<file path="src/rtl/matmul_seq_ctrl_if.sv">
// Handshake, operand-RAM, result-RAM and multiplier-control bundle for matmul_seq_ctrl.
// The master side is the sequencer; the slave side is the host/RAM/multiplier environment.
interface matmul_seq_ctrl_if #(
  parameter int DWIDTH = 8,
  parameter int AWIDTH = 15
);
  logic              cmd_valid;
  logic              cmd_ready;
  logic              in_valid;
  logic              in_ready;
  logic [DWIDTH-1:0] in_data;
  logic              out_valid;
  logic              out_ready;
  logic [DWIDTH-1:0] out_data;
  logic              a_we;
  logic              b_we;
  logic [AWIDTH-1:0] a_addr;
  logic [AWIDTH-1:0] b_addr;
  logic [DWIDTH-1:0] a_wdata;
  logic [DWIDTH-1:0] b_wdata;
  logic [AWIDTH-1:0] res_addr;
  logic [DWIDTH-1:0] res_rdata;
  logic              mm_start;
  logic              mm_clear_done;
  logic              mm_done;
  logic              busy;
  logic              error;

  modport master (
    input  cmd_valid, in_valid, in_data, out_ready, res_rdata, mm_done,
    output cmd_ready, in_ready, out_valid, out_data, a_we, b_we, a_addr, b_addr,
           a_wdata, b_wdata, res_addr, mm_start, mm_clear_done, busy, error
  );

  modport slave (
    output cmd_valid, in_valid, in_data, out_ready, res_rdata, mm_done,
    input  cmd_ready, in_ready, out_valid, out_data, a_we, b_we, a_addr, b_addr,
           a_wdata, b_wdata, res_addr, mm_start, mm_clear_done, busy, error
  );
endinterface

</file>
<file path="src/rtl/matmul_seq_ctrl.sv">
// Job sequencer for the NxN matrix multiplier: load A/B, zero the RAM tails, run, read back.
// Define MATMUL_SEQ_WATCHDOG_EN to bound the done-wait and enable the sticky error flag.
module matmul_seq_ctrl #(
  parameter int DWIDTH         = 8,
  parameter int AWIDTH         = 15,
  parameter int MAT_SIZE       = 4,
  parameter int TIMEOUT_CYCLES = 4096
) (
  input logic               clk,
  input logic               reset,
  matmul_seq_ctrl_if.master bus
);
  localparam int NumElem = MAT_SIZE * MAT_SIZE;
  localparam int CntW    = $clog2(NumElem) + 1;
  localparam logic [CntW-1:0]   LastElem = CntW'(NumElem - 1);
  localparam logic [CntW-1:0]   LastPad  = CntW'(MAT_SIZE - 1);
  localparam logic [AWIDTH-1:0] PadBase  = AWIDTH'((2 ** AWIDTH) - MAT_SIZE);

  typedef enum logic [3:0] {
    IDLE, LOAD_A, LOAD_B, PAD, START, WAIT, CLEAR, RD_ADDR, RD_DATA
  } state_e;

  state_e            state_q, state_d;
  logic [CntW-1:0]   k_q, k_d;
  logic              held_q, held_d;
  logic [DWIDTH-1:0] data_q, data_d;

  logic              cmd_ready, in_ready, out_valid;
  logic [DWIDTH-1:0] out_data;
  logic              a_we, b_we;
  logic [AWIDTH-1:0] a_addr, b_addr, res_addr;
  logic [DWIDTH-1:0] a_wdata, b_wdata;
  logic              mm_start, mm_clear_done;

`ifdef MATMUL_SEQ_WATCHDOG_EN
  localparam int WdtW = $clog2(TIMEOUT_CYCLES + 1);

  logic [WdtW-1:0] wdt_q, wdt_d;
  logic            error_q, error_d;
  logic            abort_q, abort_d;

  always_ff @(posedge clk) begin
    if (reset) begin
      wdt_q   <= '0;
      error_q <= 1'b0;
      abort_q <= 1'b0;
    end else begin
      wdt_q   <= wdt_d;
      error_q <= error_d;
      abort_q <= abort_d;
    end
  end

  assign bus.error = error_q;
`else
  assign bus.error = (TIMEOUT_CYCLES < 0);
`endif

  always_ff @(posedge clk) begin
    if (reset) begin
      state_q <= IDLE;
      k_q     <= '0;
      held_q  <= 1'b0;
      data_q  <= '0;
    end else begin
      state_q <= state_d;
      k_q     <= k_d;
      held_q  <= held_d;
      data_q  <= data_d;
    end
  end

  always_comb begin
    state_d       = state_q;
    k_d           = k_q;
    held_d        = held_q;
    data_d        = data_q;
    cmd_ready     = 1'b0;
    in_ready      = 1'b0;
    out_valid     = 1'b0;
    out_data      = '0;
    a_we          = 1'b0;
    b_we          = 1'b0;
    a_addr        = '0;
    b_addr        = '0;
    a_wdata       = '0;
    b_wdata       = '0;
    res_addr      = '0;
    mm_start      = 1'b0;
    mm_clear_done = 1'b0;
`ifdef MATMUL_SEQ_WATCHDOG_EN
    wdt_d         = '0;
    error_d       = error_q;
    abort_d       = abort_q;
`endif

    case (state_q)
      IDLE: begin
        cmd_ready = 1'b1;
        if (bus.cmd_valid) begin
          state_d = LOAD_A;
          k_d     = '0;
`ifdef MATMUL_SEQ_WATCHDOG_EN
          error_d = 1'b0;
`endif
        end
      end

      LOAD_A: begin
        in_ready = 1'b1;
        if (bus.in_valid) begin
          a_we    = 1'b1;
          a_addr  = AWIDTH'(k_q);
          a_wdata = bus.in_data;
          if (k_q == LastElem) begin
            k_d     = '0;
            state_d = LOAD_B;
          end else begin
            k_d = k_q + CntW'(1);
          end
        end
      end

      LOAD_B: begin
        in_ready = 1'b1;
        if (bus.in_valid) begin
          b_we    = 1'b1;
          b_addr  = AWIDTH'(k_q);
          b_wdata = bus.in_data;
          if (k_q == LastElem) begin
            k_d     = '0;
            state_d = PAD;
          end else begin
            k_d = k_q + CntW'(1);
          end
        end
      end

      // Zero the last N words of both RAMs; write data stays at its default of 0.
      PAD: begin
        a_we   = 1'b1;
        b_we   = 1'b1;
        a_addr = PadBase + AWIDTH'(k_q);
        b_addr = PadBase + AWIDTH'(k_q);
        if (k_q == LastPad) begin
          k_d     = '0;
          state_d = START;
        end else begin
          k_d = k_q + CntW'(1);
        end
      end

      START: begin
        mm_start = 1'b1;
        state_d  = WAIT;
      end

      WAIT: begin
        mm_start = 1'b1;
        if (bus.mm_done) begin
          state_d = CLEAR;
        end
`ifdef MATMUL_SEQ_WATCHDOG_EN
        else if (wdt_q == WdtW'(TIMEOUT_CYCLES - 1)) begin
          state_d = CLEAR;
          error_d = 1'b1;
          abort_d = 1'b1;
        end else begin
          wdt_d = wdt_q + WdtW'(1);
        end
`endif
      end

      CLEAR: begin
        mm_clear_done = 1'b1;
        k_d           = '0;
        state_d       = RD_ADDR;
`ifdef MATMUL_SEQ_WATCHDOG_EN
        if (abort_q) begin
          state_d = IDLE;
          abort_d = 1'b0;
        end
`endif
      end

      RD_ADDR: begin
        res_addr = AWIDTH'(k_q);
        held_d   = 1'b0;
        state_d  = RD_DATA;
      end

      // The RAM only presents the word in the first RD_DATA cycle, so capture it for stalls.
      RD_DATA: begin
        out_valid = 1'b1;
        out_data  = held_q ? data_q : bus.res_rdata;
        if (!held_q) begin
          data_d = bus.res_rdata;
          held_d = 1'b1;
        end
        if (bus.out_ready) begin
          held_d = 1'b0;
          if (k_q == LastElem) begin
            k_d     = '0;
            state_d = IDLE;
          end else begin
            k_d     = k_q + CntW'(1);
            state_d = RD_ADDR;
          end
        end
      end

      default: state_d = IDLE;
    endcase
  end

  assign bus.cmd_ready     = cmd_ready;
  assign bus.in_ready      = in_ready;
  assign bus.out_valid     = out_valid;
  assign bus.out_data      = out_data;
  assign bus.a_we          = a_we;
  assign bus.b_we          = b_we;
  assign bus.a_addr        = a_addr;
  assign bus.b_addr        = b_addr;
  assign bus.a_wdata       = a_wdata;
  assign bus.b_wdata       = b_wdata;
  assign bus.res_addr      = res_addr;
  assign bus.mm_start      = mm_start;
  assign bus.mm_clear_done = mm_clear_done;
  assign bus.busy          = (state_q != IDLE);
endmodule

</file>
<file path="src/flat_wrapper.sv">
// flat-port wrapper written by rule: the top's interface ports become plain ports
module matmul_seq_ctrl_flat 
#(
  parameter int DWIDTH         = 8,
  parameter int AWIDTH         = 15,
  parameter int MAT_SIZE       = 4,
  parameter int TIMEOUT_CYCLES = 4096
)
  (clk, reset, bus_cmd_valid, bus_in_valid, bus_in_data, bus_out_ready, bus_res_rdata, bus_mm_done, bus_cmd_ready, bus_in_ready, bus_out_valid, bus_out_data, bus_a_we, bus_b_we, bus_a_addr, bus_b_addr, bus_a_wdata, bus_b_wdata, bus_res_addr, bus_mm_start, bus_mm_clear_done, bus_busy, bus_error);
  matmul_seq_ctrl_if #(.DWIDTH(DWIDTH), .AWIDTH(AWIDTH)) bus_i ();
  input logic clk;
  input logic reset;
  input wire logic [$bits(bus_i.cmd_valid)-1:0] bus_cmd_valid;
  input wire logic [$bits(bus_i.in_valid)-1:0] bus_in_valid;
  input wire logic [$bits(bus_i.in_data)-1:0] bus_in_data;
  input wire logic [$bits(bus_i.out_ready)-1:0] bus_out_ready;
  input wire logic [$bits(bus_i.res_rdata)-1:0] bus_res_rdata;
  input wire logic [$bits(bus_i.mm_done)-1:0] bus_mm_done;
  output wire logic [$bits(bus_i.cmd_ready)-1:0] bus_cmd_ready;
  output wire logic [$bits(bus_i.in_ready)-1:0] bus_in_ready;
  output wire logic [$bits(bus_i.out_valid)-1:0] bus_out_valid;
  output wire logic [$bits(bus_i.out_data)-1:0] bus_out_data;
  output wire logic [$bits(bus_i.a_we)-1:0] bus_a_we;
  output wire logic [$bits(bus_i.b_we)-1:0] bus_b_we;
  output wire logic [$bits(bus_i.a_addr)-1:0] bus_a_addr;
  output wire logic [$bits(bus_i.b_addr)-1:0] bus_b_addr;
  output wire logic [$bits(bus_i.a_wdata)-1:0] bus_a_wdata;
  output wire logic [$bits(bus_i.b_wdata)-1:0] bus_b_wdata;
  output wire logic [$bits(bus_i.res_addr)-1:0] bus_res_addr;
  output wire logic [$bits(bus_i.mm_start)-1:0] bus_mm_start;
  output wire logic [$bits(bus_i.mm_clear_done)-1:0] bus_mm_clear_done;
  output wire logic [$bits(bus_i.busy)-1:0] bus_busy;
  output wire logic [$bits(bus_i.error)-1:0] bus_error;
  assign bus_i.cmd_valid = bus_cmd_valid;
  assign bus_i.in_valid = bus_in_valid;
  assign bus_i.in_data = bus_in_data;
  assign bus_i.out_ready = bus_out_ready;
  assign bus_i.res_rdata = bus_res_rdata;
  assign bus_i.mm_done = bus_mm_done;
  assign bus_cmd_ready = bus_i.cmd_ready;
  assign bus_in_ready = bus_i.in_ready;
  assign bus_out_valid = bus_i.out_valid;
  assign bus_out_data = bus_i.out_data;
  assign bus_a_we = bus_i.a_we;
  assign bus_b_we = bus_i.b_we;
  assign bus_a_addr = bus_i.a_addr;
  assign bus_b_addr = bus_i.b_addr;
  assign bus_a_wdata = bus_i.a_wdata;
  assign bus_b_wdata = bus_i.b_wdata;
  assign bus_res_addr = bus_i.res_addr;
  assign bus_mm_start = bus_i.mm_start;
  assign bus_mm_clear_done = bus_i.mm_clear_done;
  assign bus_busy = bus_i.busy;
  assign bus_error = bus_i.error;
  matmul_seq_ctrl #(.DWIDTH(DWIDTH), .AWIDTH(AWIDTH), .MAT_SIZE(MAT_SIZE), .TIMEOUT_CYCLES(TIMEOUT_CYCLES)) u_core (.clk(clk), .reset(reset), .bus(bus_i));
endmodule
</file>
<file path="config.mk">
export PLATFORM = sky130hd
export DESIGN_NAME = matmul_seq_ctrl_flat
export DESIGN_NICKNAME = d
export VERILOG_FILES = /design/src/rtl/matmul_seq_ctrl_if.sv /design/src/rtl/matmul_seq_ctrl.sv /design/src/flat_wrapper.sv
export SDC_FILE = /design/constraint.sdc
export NUM_CORES = 1
export LEC_CHECK = 0
export CAP_MARGIN = 30
export CORE_MARGIN = 5
export CORE_UTILIZATION = 38
export CTS_CLUSTER_SIZE = 14
export DETAILED_ROUTE_END_ITERATION = 10
export PLACE_DENSITY = 0.87
export REMOVE_ABC_BUFFERS = 1
export SLEW_MARGIN = 20
export SYNTH_ARGS = -nofsm -noshare
export SYNTH_HDL_FRONTEND = slang
export SYNTH_SLANG_ARGS = --single-unit
</file>
<file path="constraint.sdc">
create_clock -name clk -period 2.9 [get_ports clk]
set_input_delay 0.87 -clock clk [delete_from_list [all_inputs] [get_ports clk]]
set_output_delay 0.87 -clock clk [all_outputs]
set_load 0.005 [all_outputs]
</file>
-- Yosys cells after proc, flatten, opt, wreduce, memory -nomap -nowiden
Index checks and enable logic that the tools add are counted.
- register bits: 18
- bits of input ports: 22
- output and inout port bits: 78
- logic and storage cells: 68
- add/subtract/negate cells: 2
- equality and inequality tests: 19
- mux-type cells: 35
- reduce and logical (&&, ||, !) cells: 8
- operators with widths (operator ; count):
    case mux 15 bit (2 select lines) ; 2
    two-way mux 8 bit ; 5
    case mux 4 bit (9 select lines) ; 1
    two-way mux 5 bit ; 7
    two-way mux 4 bit ; 8
    case mux 5 bit (5 select lines) ; 1
    == test 4 x 3 -> 1 bit (second input constant) ; 4
    inequality test 2 bit (second input constant) ; 5
    == test 4 x 2 -> 1 bit (second input constant) ; 2
    inequality test 2 x 1 -> 1 bit (second input constant) ; 4
    AND reduction 8 bit ; 1
    adder 3 x 6 -> 7 bit (first input constant) ; 1
    two-way mux 1 bit ; 7
    case mux 1 bit (2 select lines) ; 3
    adder 5 x 1 -> 5 bit (second input constant) ; 1
    == test 5 x 2 -> 1 bit (second input constant) ; 1
    == test 5 x 4 -> 1 bit (second input constant) ; 1
    nonzero test 5 bit ; 1
    == test 4 x 1 -> 1 bit (second input constant) ; 1
    == test 4 bit (second input constant) ; 1
    logical NOT 4 bit ; 1
    AND reduction 4 bit ; 1
    nonzero test 4 bit ; 1
    OR reduction 2 bit ; 2
    other kinds (2) ; 2

-- Logic depth before layout (Yosys ltp)
- depth in word-level cells: 4
- mapped depth: 9
- depth with buffers taken out: 9

-- Least setup slack after synthesis
Ideal clock, no wire load.
- path kind: input-to-output
- start point: in bus_in_valid
- end point: out bus_b_wdata[0]
- arrival time: 1453 ps
- required time: 2030 ps
- setup slack: 577 ps
- stages on the path: 3
- cell sequence: and4b_1 > clkbuf_1 > and2_1
- cells in the longest elaborated chain, start to end: 2
- ends and longest elaborated chain (item ; RTL line ; source):
    start: declaration ; flat_wrapper.sv:14 ; input wire logic [$bits(bus_i.in_valid)-1:0] bus_in_valid;
    two-way mux 8 bit ; matmul_seq_ctrl.sv:126 ; if (bus.in_valid) begin
    two-way mux 8 bit ; matmul_seq_ctrl.sv:97 ; case (state_q)
    end: declaration ; flat_wrapper.sv:28 ; output wire logic [$bits(bus_i.b_wdata)-1:0] bus_b_wdata;
Every way passes these cells.

-- Worst setup path after layout
- start point: in bus_in_valid
- end point: out bus_a_wdata[6]
- cells in the longest elaborated chain, start to end: 2
- ends and longest elaborated chain (item ; RTL line ; source):
    two-way mux 8 bit ; matmul_seq_ctrl.sv:111 ; if (bus.in_valid) begin
    two-way mux 8 bit ; matmul_seq_ctrl.sv:97 ;
    end: declaration ; flat_wrapper.sv:27 ; output wire logic [$bits(bus_i.a_wdata)-1:0] bus_a_wdata;
Every way passes these cells.

==> results.yml <==
clock_tree:
  path_clk_slew_ps: 70
  htree_levels: 1
  cts_max_path_buffers: 2
  cts_tree: "yes"
  cts-buffers-inserted: 3
  cts_sinks: 18
  clockRootBuffer: "clkbuf_8"
  hold_buffers: 0
  clk_latency_ps: 250
grt:
  grt_max_degree: 21
  grt_antenna_before_repair: 0
  grt_pass1_wl_um: 8031
  grt_use_total_pct: 16.40
  grt_pass1_vias: 1568
  overflow: 0
sta:
  slew_headroom_pct: 51.30
  fmax_ghz: 0.3502
  period_minus_slack_ps: 2856
  period_share_pct: 98.47
  rsz0062_at_grt: "no"
  final-hold-violation-count: 0
  finalSetupViolCount: 0
  finClkSkew_ps: 4.579
  timing.final.ws_setup_ps: 44.27
  worst_pin_slew_ps: 728.2
  drv_slew: 0
yosys:
  ys_warn_count: 0
  yosys.area.top_type: "dfxtp_1"
  synthCells: 239
  seq_area_frac_synth_pct: 21.33
  syn-cell-area_um2: 1689
  ys_seq_elements: 18
  netlist-cell-type-count: 39
  postSynthAreaPerCell_um2: 7.067
  yosysTopAreaCellShare_pct: 21.33
  post_synth_main_area_contributors: "dfxtp_1 (21%), buf_4 (12%), and2_1 (8.1%)"
worst_setup_path:
  path_class: "input pin to output pin"
  crit_required_ps: 2030
  arrival_ps: 1990
  crit_chain: "clkdlybuf4s15_2 -> and4b_2 -> buf_6 -> buf_4 -> and2_1 -> dlygate4sd2_1"
  slowest_stage: "dlygate4sd2_1"
  r2r_setup_slack_ps: 780
  startpoint_type: "input pin"
  cp-end-kind: "output pin"
  slowest_delay_ps: 260
  path_max_fanout: 4
power:
  p_per_area_nw_per_um2: 445.6
  power_leakage_uw: 0.001200
  ir_drop_mv: 0.2652
final_layout:
  finalInstanceArea_um2: 2585
  seqCellArea_um2: 364.1
  utilization_pct: 59.78
  final_cells: 365
  layout_common_cells: "clkdlybuf4s50_1 (51), dlygate4sd2_1 (33), nand2_1 (23), nor2_1 (23), and2_1 (19)"
  layout_commonest_cell: "clkdlybuf4s50_1"
  nets: 343
  antenna_cells: 0
  drive_gt1_share_pct: 12.14
  fillers: 404
  synthToLayoutAreaGrowth_pct: 53.04
  multiInputGateArea_um2: 1091
run:
  drv_cap: 0
floorplan:
  fp.dieH_um: 76.67
  initial_utilization_pct: 39.06
  coreArea_um2: 4324
  die-area_um2: 5878
  pin_count: 100
  rows: 24
  die_w_um: 76.67
placed_design:
  place_hpwl_um: 4151
  pre_cts_ws_ps: -475.1
  place_congestion: 0.9019
  postPlaceCellArea_um2: 2501
  place_inst: 359
  port_buffers: 88
detailed_routing:
  wl_per_cell_um: 14.32
  first_pass_iters: 4
  vias_per_cell: 4.858
  vias: 1773
  drc: 0
  ant_nets: 0
  drtIter0Drc: 129
  routed_wl_um: 5225
hold_path:
  hp-class: "flip-flop to flip-flop"
outcome:
  outcome: "finished, final reports clean"
-- power breakdown --
part	internal, µW	switching (µW)	leakage [µW]
Clock	121	88.5	0.0000288
Combinational	355	299	0.00102
Sequential	264	24.2	0.000147
-- sequential cells by signal, indices dropped and copies added, names as in the netlist --
name / cells
u_core.held_q: 1
u_core.state_q: 4
u_core.k_q: 5
u_core.data_q: 8
-- critical path, delay by kind of cell --
| kind | cells | cell delay, ps |
|---|---|---|
| buffers and inverters | 4 | 720 |
| and+or+nand+nor | 2 | 390 |
-- kinds of logic after synthesis --
kind of cell	share of synthesized area [%]
AO/OA/AOI/OAI	15.70
XOR/XNOR	1.037
adder cells (fa/ha/maj)	5.778
buffers and inverters	18.59
flip-flops	21.33
multiplexers	5.926
other	0.2220
AND/OR/NAND/NOR	31.41
-- what timing repair did --
action	CTS	global route
pin swaps	2	0
hold endpoints to repair	0	0
setup buffers	1	1
setup endpoints to repair	58	30
gates resized for setup	45	11
-- Yosys cell counts, drive strengths merged --
cell type	number
nand3	6
or3	2
ha	7
o2111ai	1
buf	32
nand2b	2
a211oi	1
or2	2
nor3	1
a311oi	1
o21ai	22
nor4	3
nor2b	6
inv	10
a21oi	15
or4b	2
dfxtp	18
nor2	26
nand2	23
clkbuf	12
nor3b	1
nor4bb	1
nand4	1
a22oi	3
xor2	1
maj3	1
nand3b	1
xnor2	1
and4b	2
a31oi	1
mux2i	10
and2	22
conb	1
a211o	1
-- worst paths after layout --
path,from,end,depth (start not counted)
setup / recovery,bus_in_valid,bus_a_wdata[6],6
hold / removal,u_core.data_q[0]$_SDFFE_PP0P_,u_core.data_q[0]$_SDFFE_PP0P_,2
setup reg to reg,u_core.state_q[2]$_SDFFE_PP0P_,u_core.k_q[3]$_SDFFE_PP0P_,6
hold reg to reg,u_core.data_q[0]$_SDFFE_PP0P_,u_core.data_q[0]$_SDFFE_PP0P_,2
-- final cells by class --
cell class | count | area share [%]
repair buffers | 104 | 37.61
clock buffers | 4 | 2.130
flip-flops and latches | 18 | 14.09
multi-input cells | 177 | 42.21
well taps | 52 | 2.517
inverters | 10 | 1.452
-- per-stage QoR --
step                      total power, µW  setup TNS (ps)  hold WS, ps
final                                1152               0        477.8
after global routing                 1217               0        498.4
after global placement              921.2          -10560        461.0
after CTS                            1138               0        478.4
after detailed placement            936.1          -11910        468.1
after floorplan                     572.9               0        447.3
-- per-layer routing --
| layer | GRT usage [%] | up-vias | share of wire [%] |
|---|---|---|---|
| met2 | 30.81 | 37 | 55 |
| met5 | 0 | - | 0 |
| met3 | 1.756 | 4 | 2.4 |
| met4 | 3.671 | 0 | 0.92 |
| met1 | 19.67 | 831 | 42 |
| li1 | - | 901 | - |
(Power assumes the default switching activity.)
